$ cat config.mk
export PLATFORM = sky130hd
export DESIGN_NAME = buffer_write_sequencer
export DESIGN_NICKNAME = d
export VERILOG_FILES = /design/src/rtl/buffer_pkg.sv /design/src/rtl/pixel_packer.sv /design/src/rtl/buffer_write_sequencer.sv
export SDC_FILE = /design/constraint.sdc
export NUM_CORES = 1
export LEC_CHECK = 0
export ABC_AREA = 0
export CAP_MARGIN = 30
export CORE_ASPECT_RATIO = 1.4
export CORE_MARGIN = 2
export CORE_UTILIZATION = 45
export DETAILED_ROUTE_END_ITERATION = 10
export PLACE_DENSITY = 0.72
export SYNTH_ARGS = -nofsm -noshare
export SYNTH_HDL_FRONTEND = slang
export SYNTH_SLANG_ARGS = --single-unit
$ cat constraint.sdc
create_clock -name I_clk -period 2.25 [get_ports I_clk]
set_input_delay 0.3375 -clock I_clk [delete_from_list [all_inputs] [get_ports I_clk]]
set_output_delay 0.3375 -clock I_clk [all_outputs]
set_load 0.02 [all_outputs]
$ cat src/rtl/buffer_pkg.sv
// buffer_pkg: write-side state enum and frame-buffer geometry defaults shared by the buffer,
// its write sequencer and the read side.
package buffer_pkg;
    typedef enum logic [1:0] {IDLE, ACTIVE, FULL, FLUSH} wr_state_e;
    localparam int DEF_BLOCK_COUNT = 4;
    localparam int DEF_BLOCK_DEPTH = 480;
    localparam int DEF_BLOCK_WIDTH = 32;
    localparam int PIX_PER_WORD    = DEF_BLOCK_WIDTH / 8;
    function automatic int lane_bits(input int n);
        return (n > 1) ? $clog2(n) : 1;
    endfunction
endpackage

$ cat src/rtl/pixel_packer.sv
// pixel_packer: collects one colour's bytes into a word lane by lane; lanes beyond the current
// fill level read as zero, so a flush presents a zero-filled partial word.
module pixel_packer
    import buffer_pkg::*;
#(
    parameter int WIDTH  = DEF_BLOCK_WIDTH,
    parameter int LANES  = WIDTH / 8,
    parameter int LANE_W = lane_bits(LANES)
) (
    input  logic              I_clk,
    input  logic              I_rst_n,
    input  logic              I_shift,
    input  logic              I_flush,
    input  logic [LANE_W-1:0] I_lane,
    input  logic [7:0]        I_byte,
    output logic [WIDTH-1:0]  O_word
);
    logic [LANES-1:0][7:0] r_lanes;
    logic                  w_load;
    assign w_load = I_shift & ~I_flush;
    always_ff @(posedge I_clk or negedge I_rst_n)
        if (!I_rst_n)    r_lanes <= '0;
        else if (w_load) r_lanes[I_lane] <= I_byte;
    // The incoming byte is merged combinationally so a completed word can be written without a cycle of delay
    for (genvar k = 0; k < LANES; k++) begin : g_lane
        assign O_word[8*k +: 8] = (LANE_W'(k) < I_lane) ? r_lanes[k] :
                                  (LANE_W'(k) == I_lane && w_load) ? I_byte : 8'h00;
    end
endmodule

$ cat src/rtl/buffer_write_sequencer.sv
// buffer_write_sequencer: packs the DVI pixel stream into one word per colour bank and sequences
// block-major writes into the frame buffer. Define BUFFER_STATS_EN for per-frame word/drop count ports.
module buffer_write_sequencer
    import buffer_pkg::*;
#(
    parameter int COLOR_COUNT = 3,
    parameter int BLOCK_COUNT = DEF_BLOCK_COUNT,
    parameter int BLOCK_DEPTH = DEF_BLOCK_DEPTH,
    parameter int BLOCK_WIDTH = DEF_BLOCK_WIDTH,
    parameter int ADDR_W      = $clog2(BLOCK_DEPTH)
) (
    input  logic                                         I_clk,
    input  logic                                         I_rst_n,
    input  logic                                         I_vsync,
    input  logic                                         I_de,
    input  logic [8*COLOR_COUNT-1:0]                     I_pixel,
    output logic [BLOCK_COUNT-1:0]                       O_cea,
    output logic [ADDR_W-1:0]                            O_ada,
    output logic [BLOCK_WIDTH*COLOR_COUNT-1:0]           O_din,
    output logic                                         O_frame_done,
`ifdef BUFFER_STATS_EN
    output logic [$clog2(BLOCK_COUNT*BLOCK_DEPTH+1)-1:0] O_word_count,
    output logic [15:0]                                  O_drop_count,
`endif
    output logic                                         O_overflow
);
    localparam int LANE_W = lane_bits(BLOCK_WIDTH / 8);
    localparam int BLK_W  = lane_bits(BLOCK_COUNT);

    wr_state_e                          r_state, w_state_nxt;
    logic                               r_vsync, r_flush_wr;
    logic [LANE_W-1:0]                  r_cnt;
    logic [BLK_W-1:0]                   r_blk;
    logic [ADDR_W-1:0]                  r_ada;
    logic [BLOCK_WIDTH*COLOR_COUNT-1:0] w_merged;
    logic w_vs_rise, w_take, w_word_done, w_blk_end, w_last_word, w_flush, w_flush_wr, w_drop, w_done;

    assign w_vs_rise   = I_vsync & ~r_vsync;
    assign w_take      = (r_state == ACTIVE) & I_de;
    assign w_word_done = w_take & (r_cnt == LANE_W'(BLOCK_WIDTH / 8 - 1));
    assign w_blk_end   = r_ada == ADDR_W'(BLOCK_DEPTH - 1);
    assign w_last_word = w_blk_end & (r_blk == BLK_W'(BLOCK_COUNT - 1));
    assign w_flush     = r_state == FLUSH;
    assign w_flush_wr  = w_flush & (r_cnt != '0);
    assign w_drop      = (r_state == FULL) & I_de;
    // With no partial word, frame_done takes the slot the partial write would have used
    assign w_done      = (w_flush & ~w_flush_wr) | r_flush_wr;

    for (genvar c = 0; c < COLOR_COUNT; c++) begin : g_bank
        pixel_packer #(.WIDTH(BLOCK_WIDTH)) u_packer (
            .I_clk   (I_clk),
            .I_rst_n (I_rst_n),
            .I_shift (w_take),
            .I_flush (w_flush),
            .I_lane  (r_cnt),
            .I_byte  (I_pixel[8*c +: 8]),
            .O_word  (w_merged[BLOCK_WIDTH*c +: BLOCK_WIDTH])
        );
    end

    always_ff @(posedge I_clk or negedge I_rst_n)
        if (!I_rst_n) r_state <= IDLE;
        else          r_state <= w_state_nxt;

    always_comb begin
        w_state_nxt = r_state;
        case (r_state)
            IDLE:    w_state_nxt = w_vs_rise ? ACTIVE : IDLE;
            ACTIVE:  w_state_nxt = w_vs_rise ? FLUSH : (w_word_done & w_last_word) ? FULL : ACTIVE;
            FULL:    w_state_nxt = w_vs_rise ? FLUSH : FULL;
            default: w_state_nxt = ACTIVE;
        endcase
    end

    always_ff @(posedge I_clk or negedge I_rst_n) begin
        if (!I_rst_n) begin
            r_vsync      <= 1'b0;
            r_flush_wr   <= 1'b0;
            r_cnt        <= '0;
            r_blk        <= '0;
            r_ada        <= '0;
            O_cea        <= '0;
            O_ada        <= '0;
            O_din        <= '0;
            O_frame_done <= 1'b0;
            O_overflow   <= 1'b0;
        end else begin
            r_vsync      <= I_vsync;
            r_flush_wr   <= w_flush_wr;
            O_frame_done <= w_done;
            O_cea        <= '0;
            if (w_word_done | w_flush_wr) begin
                O_cea <= BLOCK_COUNT'(1) << r_blk;
                O_ada <= r_ada;
                O_din <= w_merged;
            end
            if (w_take) r_cnt <= r_cnt + 1'b1;
            if (w_word_done) begin
                r_ada <= w_blk_end ? '0 : r_ada + 1'b1;
                if (w_blk_end) r_blk <= r_blk + 1'b1;
            end
            if (w_flush) begin
                r_cnt <= '0;
                r_blk <= '0;
                r_ada <= '0;
            end
            if (w_done)      O_overflow <= 1'b0;
            else if (w_drop) O_overflow <= 1'b1;
        end
    end

`ifdef BUFFER_STATS_EN
    logic [$clog2(BLOCK_COUNT*BLOCK_DEPTH+1)-1:0] r_words;
    logic [15:0]                                  r_drops;
    always_ff @(posedge I_clk or negedge I_rst_n) begin
        if (!I_rst_n) begin
            r_words      <= '0;
            r_drops      <= '0;
            O_word_count <= '0;
            O_drop_count <= '0;
        end else if (w_flush) begin
            O_word_count <= r_words + $bits(r_words)'(w_flush_wr);
            O_drop_count <= r_drops;
            r_words      <= '0;
            r_drops      <= '0;
        end else begin
            if (w_word_done) r_words <= r_words + 1'b1;
            if (w_drop && r_drops != '1) r_drops <= r_drops + 1'b1;
        end
    end
`endif
endmodule

; Word level (Yosys, flattened, before mapping)
; Index checks and enable logic that the tools add are counted.
[classes]
shift = 1
reduce_logical = 13
n_mux = 45
n_div = 0
mul = 0
eq_ne = 9
n_lt_le_gt_ge = 6
n_addsub = 3
n_bitwise = 14
[ops]
columns = op, n
row1 = $mux W8, 25
row2 = $bwmux W32, 3
row3 = $mux W9, 3
row4 = $demux W8 S2, 1
row5 = $mux W2, 7
row6 = $reduce_bool A2 Y1, 5
row7 = $add A9 B1 Y9 const B, 1
row8 = $and A1 B1 Y1, 9
row9 = $eq A9 B9 Y1 const B, 1
row10 = $eq A2 B2 Y1 const B, 4
row11 = $pmux W2 S3, 1
row12 = $logic_and A1 B1 Y1, 5
row13 = $add A2 B1 Y2 const B, 2
row14 = $eq A2 B2 Y1 const A, 2
row15 = $logic_not A2 Y1, 2
row16 = $lt A1 B2 Y1 const A, 2
row17 = $lt A2 B2 Y1 const A, 2
row18 = $mux W1, 4
row19 = $mux W4, 1
row20 = $shl A1 B2 Y4 const A, 1
row21 = $lt A2 B3 Y1 const B, 1
row22 = $not A1 Y1, 3
row23 = $eq A1 B2 Y1 const A, 1
row24 = $eq A2 B1 Y1 const B, 1
row25 = 3 further kinds, 4
[totals]
input_bits = 28
romBits = 0
ff_bits = 224
mem_count = 0
latchBits = 0
ramBits = 0

; Logic depth before layout (Yosys ltp)
[depth]
ltp_word = 7
depth_mapped = 10
depth_no_buf = 6

; Hierarchy
; Synthesis repeated with hierarchy kept, for this count alone.
[unflattened]
cells_unflattened = 703
hier_area_um2 = 9526.6
[by_module_without_submodules]
columns = mod, n_inst, area_per_inst_um2, seq_area_each_um2, cells_each
row1 = buffer_write_sequencer, 1, 5206.2, 3203.1, 329
row2 = pixel_packer at g_bank[1].u_packer, 1, 1443.9, 600.6, 112
row3 = pixel_packer at g_bank[2].u_packer, 1, 1442.6, 600.6, 131
row4 = pixel_packer at g_bank[0].u_packer, 1, 1433.9, 600.6, 131

; Worst setup path after synthesis
; No wires, ideal clock.
[synth_timing]
path_type = register to register
startpoint = reg r_cnt[1]
endpoint = reg O_din[34]
synth_period_minus_slack_ps = 2105
path_slack_ps = 145
arrival_ps = 1982
setup_time_ps = 123
path_buffers = 4
required_ps = 2127
path_stages_with_launch = 11
path_cell_list = dfrtp_1 > clkbuf_1 > clkbuf_1 > inv_1 > ha_1 > and3b_1 > nor2_2 > buf_4 > clkbuf_4 > a221oi_2 > nor2_1
[synth_between]
elab_cells_between_ends = 10
[synth_rtl]
columns = element, line_no
row1 = start: declaration, buffer_write_sequencer.sv:32  ; logic [LANE_W-1:0] r_cnt;
row2 = start signal: assignment, buffer_write_sequencer.sv:97  ; if (w_take) r_cnt <= r_cnt + 1'b1;
row3 = $reduce_bool A2 Y1, buffer_write_sequencer.sv:44  ; assign w_flush_wr = w_flush & (r_cnt != '0);
row4 = $and A1 B1 Y1, buffer_write_sequencer.sv:44
row5 = via w_flush_wr, buffer_write_sequencer.sv:36  ; logic w_vs_rise, w_take, w_word_done, w_blk_end, w_last_word, w_flush, w_flush_wr, w_drop, w_done;
row6 = $or A1 B1 Y1, buffer_write_sequencer.sv:92  ; if (w_word_done | w_flush_wr) begin
row7 = end signal: assignment, buffer_write_sequencer.sv:95  ; O_din <= w_merged;
row8 = end: declaration, buffer_write_sequencer.sv:19  ; output logic [BLOCK_WIDTH*COLOR_COUNT-1:0] O_din,
; The timed path passes the listed nets, and every way through them passes these cells.
; A chain may end at the register's enable or synchronous reset.

; Worst setup path in the final report
[layout_timing]
startpoint = reg r_cnt[0]
endpoint = reg O_din[2]
[layout_between]
elab_chain_len = 4
elab_cells_between_ends = 10
[layout_rtl]
columns = element, line_no
row1 = $logic_not A2 Y1, pixel_packer.sv:27  ; (LANE_W'(k) == I_lane && w_load) ? I_byte : 8'h00;
row2 = $logic_and A1 B1 Y1, pixel_packer.sv:27
row3 = $mux W8, pixel_packer.sv:27
row4 = $mux W8, pixel_packer.sv:26  ; assign O_word[8*k +: 8] = (LANE_W'(k) < I_lane) ? r_lanes[k] :
; Parallel ways exist; a longest one is shown, timed or not.

==> results_dict.tcl <==
set metrics [dict create \
    clock_latency_ns 0.43 \
    grt_pass1_wl_um 32440 \
    tightest_slew_ns 0.4926 \
    power_density_nw_per_um2 1299 \
    synth-seq-cells 200 \
    setup_violations 0 \
    cts.htree.levels 4 \
    hold_class "primary input to flop" \
    cp-end-kind "flop" \
    syn-num-nets 764 \
    cpMaxStageDelayCell "dfrtp_1" \
    final_cell_mix "dfrtp_1 (199), clkdlybuf4s50_1 (137), nor2_1 (82)" \
    root_buffer "clkbuf_16" \
    antenna_found_initial 0 \
    hold_ws_ns 0.3863 \
    place_congestion 0.7646 \
    synth_edf_count 0 \
    cts-resized-gates 0 \
    grt_pass1_vias 6119 \
    grtUsageTotal 0.2036 \
    whs_path_depth 1 \
    status "finished clean" \
    rr_startpoint "r_cnt[0]" \
    clkPwrFrac 0.221 \
    coreArea_um2 18680 \
    p_sw_uw 4845 \
    worstSetupPathType "flop to flop" \
    maxSlewViolCount 0 \
    nNetsFinal 891 \
    period_needed_ns 1.960 \
    syn_inst 726 \
    timing.rr.end "O_din[2]" \
    syn2layout_area_growth_pct 27.73 \
    clock_sinks 200 \
    drive_gt1_frac 0.1824 \
    avgSynthCellArea_um2 11.82 \
    arrival_ns 2.28 \
    reg2reg_depth 6 \
    timing.slew.headroom 0.6713 \
    finClkSkew_ns 0.01388 \
    tns_ns 0 \
    vias 5982 \
    post-cts-setup-buffer-count 0 \
    crit_chain "inv_1 -> ha_1 -> inv_1 -> buf_4 -> a221oi_1 -> nor2_1" \
    ant_nets 0 \
    wl_um 19660 \
    fin_area_um2 10960 \
    ioPinCount 139 \
    die_h_um 167.4 \
    p_leak_uw 0.004671 \
    yosysUniqueCellTypes 44 \
    viasPerCell 5.389 \
    rsz0062_at_grt "false" \
    post_dp_cell_area_um2 10340 \
    crit_top_cell "inv_1" \
    hold_viol_final 0 \
    ys_seq_area_frac 0.5832 \
    syn-cell-area_um2 8582 \
    worstSetupStartpointType "flop" \
    setup_ws_ns 0.2895 \
    diodes 0 \
    cts.clk_slew.worst_paths_ns 0.07 \
    floorplan.initialDensity 0.4595 \
    die_w_um 120.7 \
    cts_tree "built" \
    numCtsBuffers 17 \
    numPortBuffers 138 \
    hold_end "r_vsync" \
    switching_share 0.3402 \
    final_common_cell "dfrtp_1" \
    async_reset_ff_frac 1.000 \
    max_stage_delay_ns 0.44 \
    n_fill_cell 1539 \
    min_from "I_vsync" \
    worstPathRequired_ns 2.57 \
    detail_route.first_pass.iterations 4 \
    clk_path_buf_depth 2 \
    finalCritPeriodShare 0.8713 \
    drtIter0Drc 318 \
    rrSetupSlack_ns 0.29 \
    fmax_mhz 510.1 \
    ctsHoldBuffers 1 \
    maxCapViolations 0 \
    drc 0 \
    yosys_warnings 0 \
    seqPwrFrac 0.414 \
    synthFlopType "dfrtp_1" \
    crit_fanout 10 \
    p_comb_frac 0.364 \
    post-place-ws_ns 0.1120 \
    fp-row-count 59 \
    wl_per_cell_um 17.72 \
    p_int_uw 9397 \
    place_hpwl_um 12750 \
    grt-ovfl-total 0 \
    max-vdd-ir-drop_mv 0.6852 \
    die_area_um2 20210 \
    grt_max_degree 63 \
    fin_util 0.5869 \
]
[kinds of logic after synthesis]
group           count (synthesis)  synth area share
flops                         200            0.5832
mux                            74           0.09695
compound gates                162            0.1335
xor+xnor                        6          0.006124
buf+inv                        62           0.03820
simple gates                  212            0.1274
fa+ha+maj                      10           0.01458
[final cells by class]
class | instances | area, µm² | share of cell area
Clock buffer | 19 | 442.9 | 0.04041
Clock inverter | 13 | 170.2 | 0.01552
Inverter | 8 | 30.03 | 0.002739
Multi-Input combinational cell | 464 | 3264 | 0.2978
Sequential cell | 200 | 5006 | 0.4567
Tap cell | 244 | 305.3 | 0.02785
Timing Repair Buffer | 162 | 1743 | 0.1590
[cell usage after synthesis (2+ instances only)]
library cell | count | area (µm²)
a21o_1 | 2 | 15.01
a21oi_1 | 73 | 365.4
a221oi_1 | 4 | 35.03
a221oi_2 | 20 | 300.3
a22o_1 | 25 | 219.0
and2_1 | 5 | 31.28
and2_4 | 2 | 17.52
and3_1 | 2 | 12.51
and3b_1 | 2 | 17.52
buf_2 | 19 | 95.09
buf_4 | 4 | 30.03
buf_6 | 7 | 78.83
clkbuf_1 | 23 | 86.33
dfrtp_1 | 200 | 5005
ha_1 | 10 | 125.1
inv_1 | 8 | 30.03
mux2_2 | 73 | 822.0
nand2_1 | 57 | 214.0
nand2b_1 | 2 | 12.51
nand3_1 | 2 | 10.01
nand3b_1 | 24 | 180.2
nor2_1 | 82 | 307.8
nor3b_1 | 24 | 180.2
o21ai_0 | 30 | 150.1
o31ai_1 | 3 | 22.52
xnor2_1 | 3 | 26.28
xor2_1 | 3 | 26.28
[through the flow]
stage | total power, µW | std cells
after floorplan | 8670 | 726
after global placement | 11030 | 1077
after detailed placement | 11190 | 1077
after CTS | 14400 | 1110
after global routing | 15040 | 1110
final | 14240 | 1110
[sequential cells by signal, summed over array words and instances, names as in the netlist, 2 cells and up]
signal / flops
O_din: 96
g_bank.u_packer.r_lanes: 72
O_ada: 9
r_ada: 9
O_cea: 4
r_blk: 2
r_cnt: 2
r_state: 2
[power by group through the flow]
| stage | registers [µW] | logic [µW] | clock network [µW] |
|---|---|---|---|
| after detailed placement | 5950 | 5230 | 0 |
| after CTS | 5910 | 5260 | 3220 |
| after floorplan | 6730 | 1940 | 0 |
| final | 5900 | 5190 | 3150 |
| after global placement | 5900 | 5130 | 0 |
| after global routing | 6080 | 5580 | 3380 |
[worst max-delay path, delay by kind of cell, from the launching register on]
kind | cells | cell delay [ns]
buffers and inverters | 3 | 0.71
DFF | 1 | 0.44
AOI/OAI and AO/OA | 1 | 0.33
adders and majority gates | 1 | 0.30
and+or+nand+nor | 1 | 0.08
[layer usage]
layer / wire length [µm] / track usage / share of wire
met5: 0 / 0 / 0
met1: 8330 / 0.2597 / 0.42
met4: 329 / 0.06876 / 0.017
met2: 10270 / 0.3478 / 0.52
met3: 731 / 0.03781 / 0.037
[how the worst max path moves through the flow]
stage               slack [ns]                       endpoint  cells past startpoint      from
floorplan                 0.15                      O_din[34]                     10  r_cnt[1]
global placement          0.12  g_bank[1].u_packer.r_lanes[6]                      5      I_de
detailed placement        0.11  g_bank[1].u_packer.r_lanes[1]                      5      I_de
CTS                       0.23                       O_din[2]                      6  r_cnt[0]
global route              0.13                       O_din[2]                      6  r_cnt[0]
finish                    0.29                       O_din[2]                      6  r_cnt[0]
Note: power is estimated with default switching activity, not from simulation.
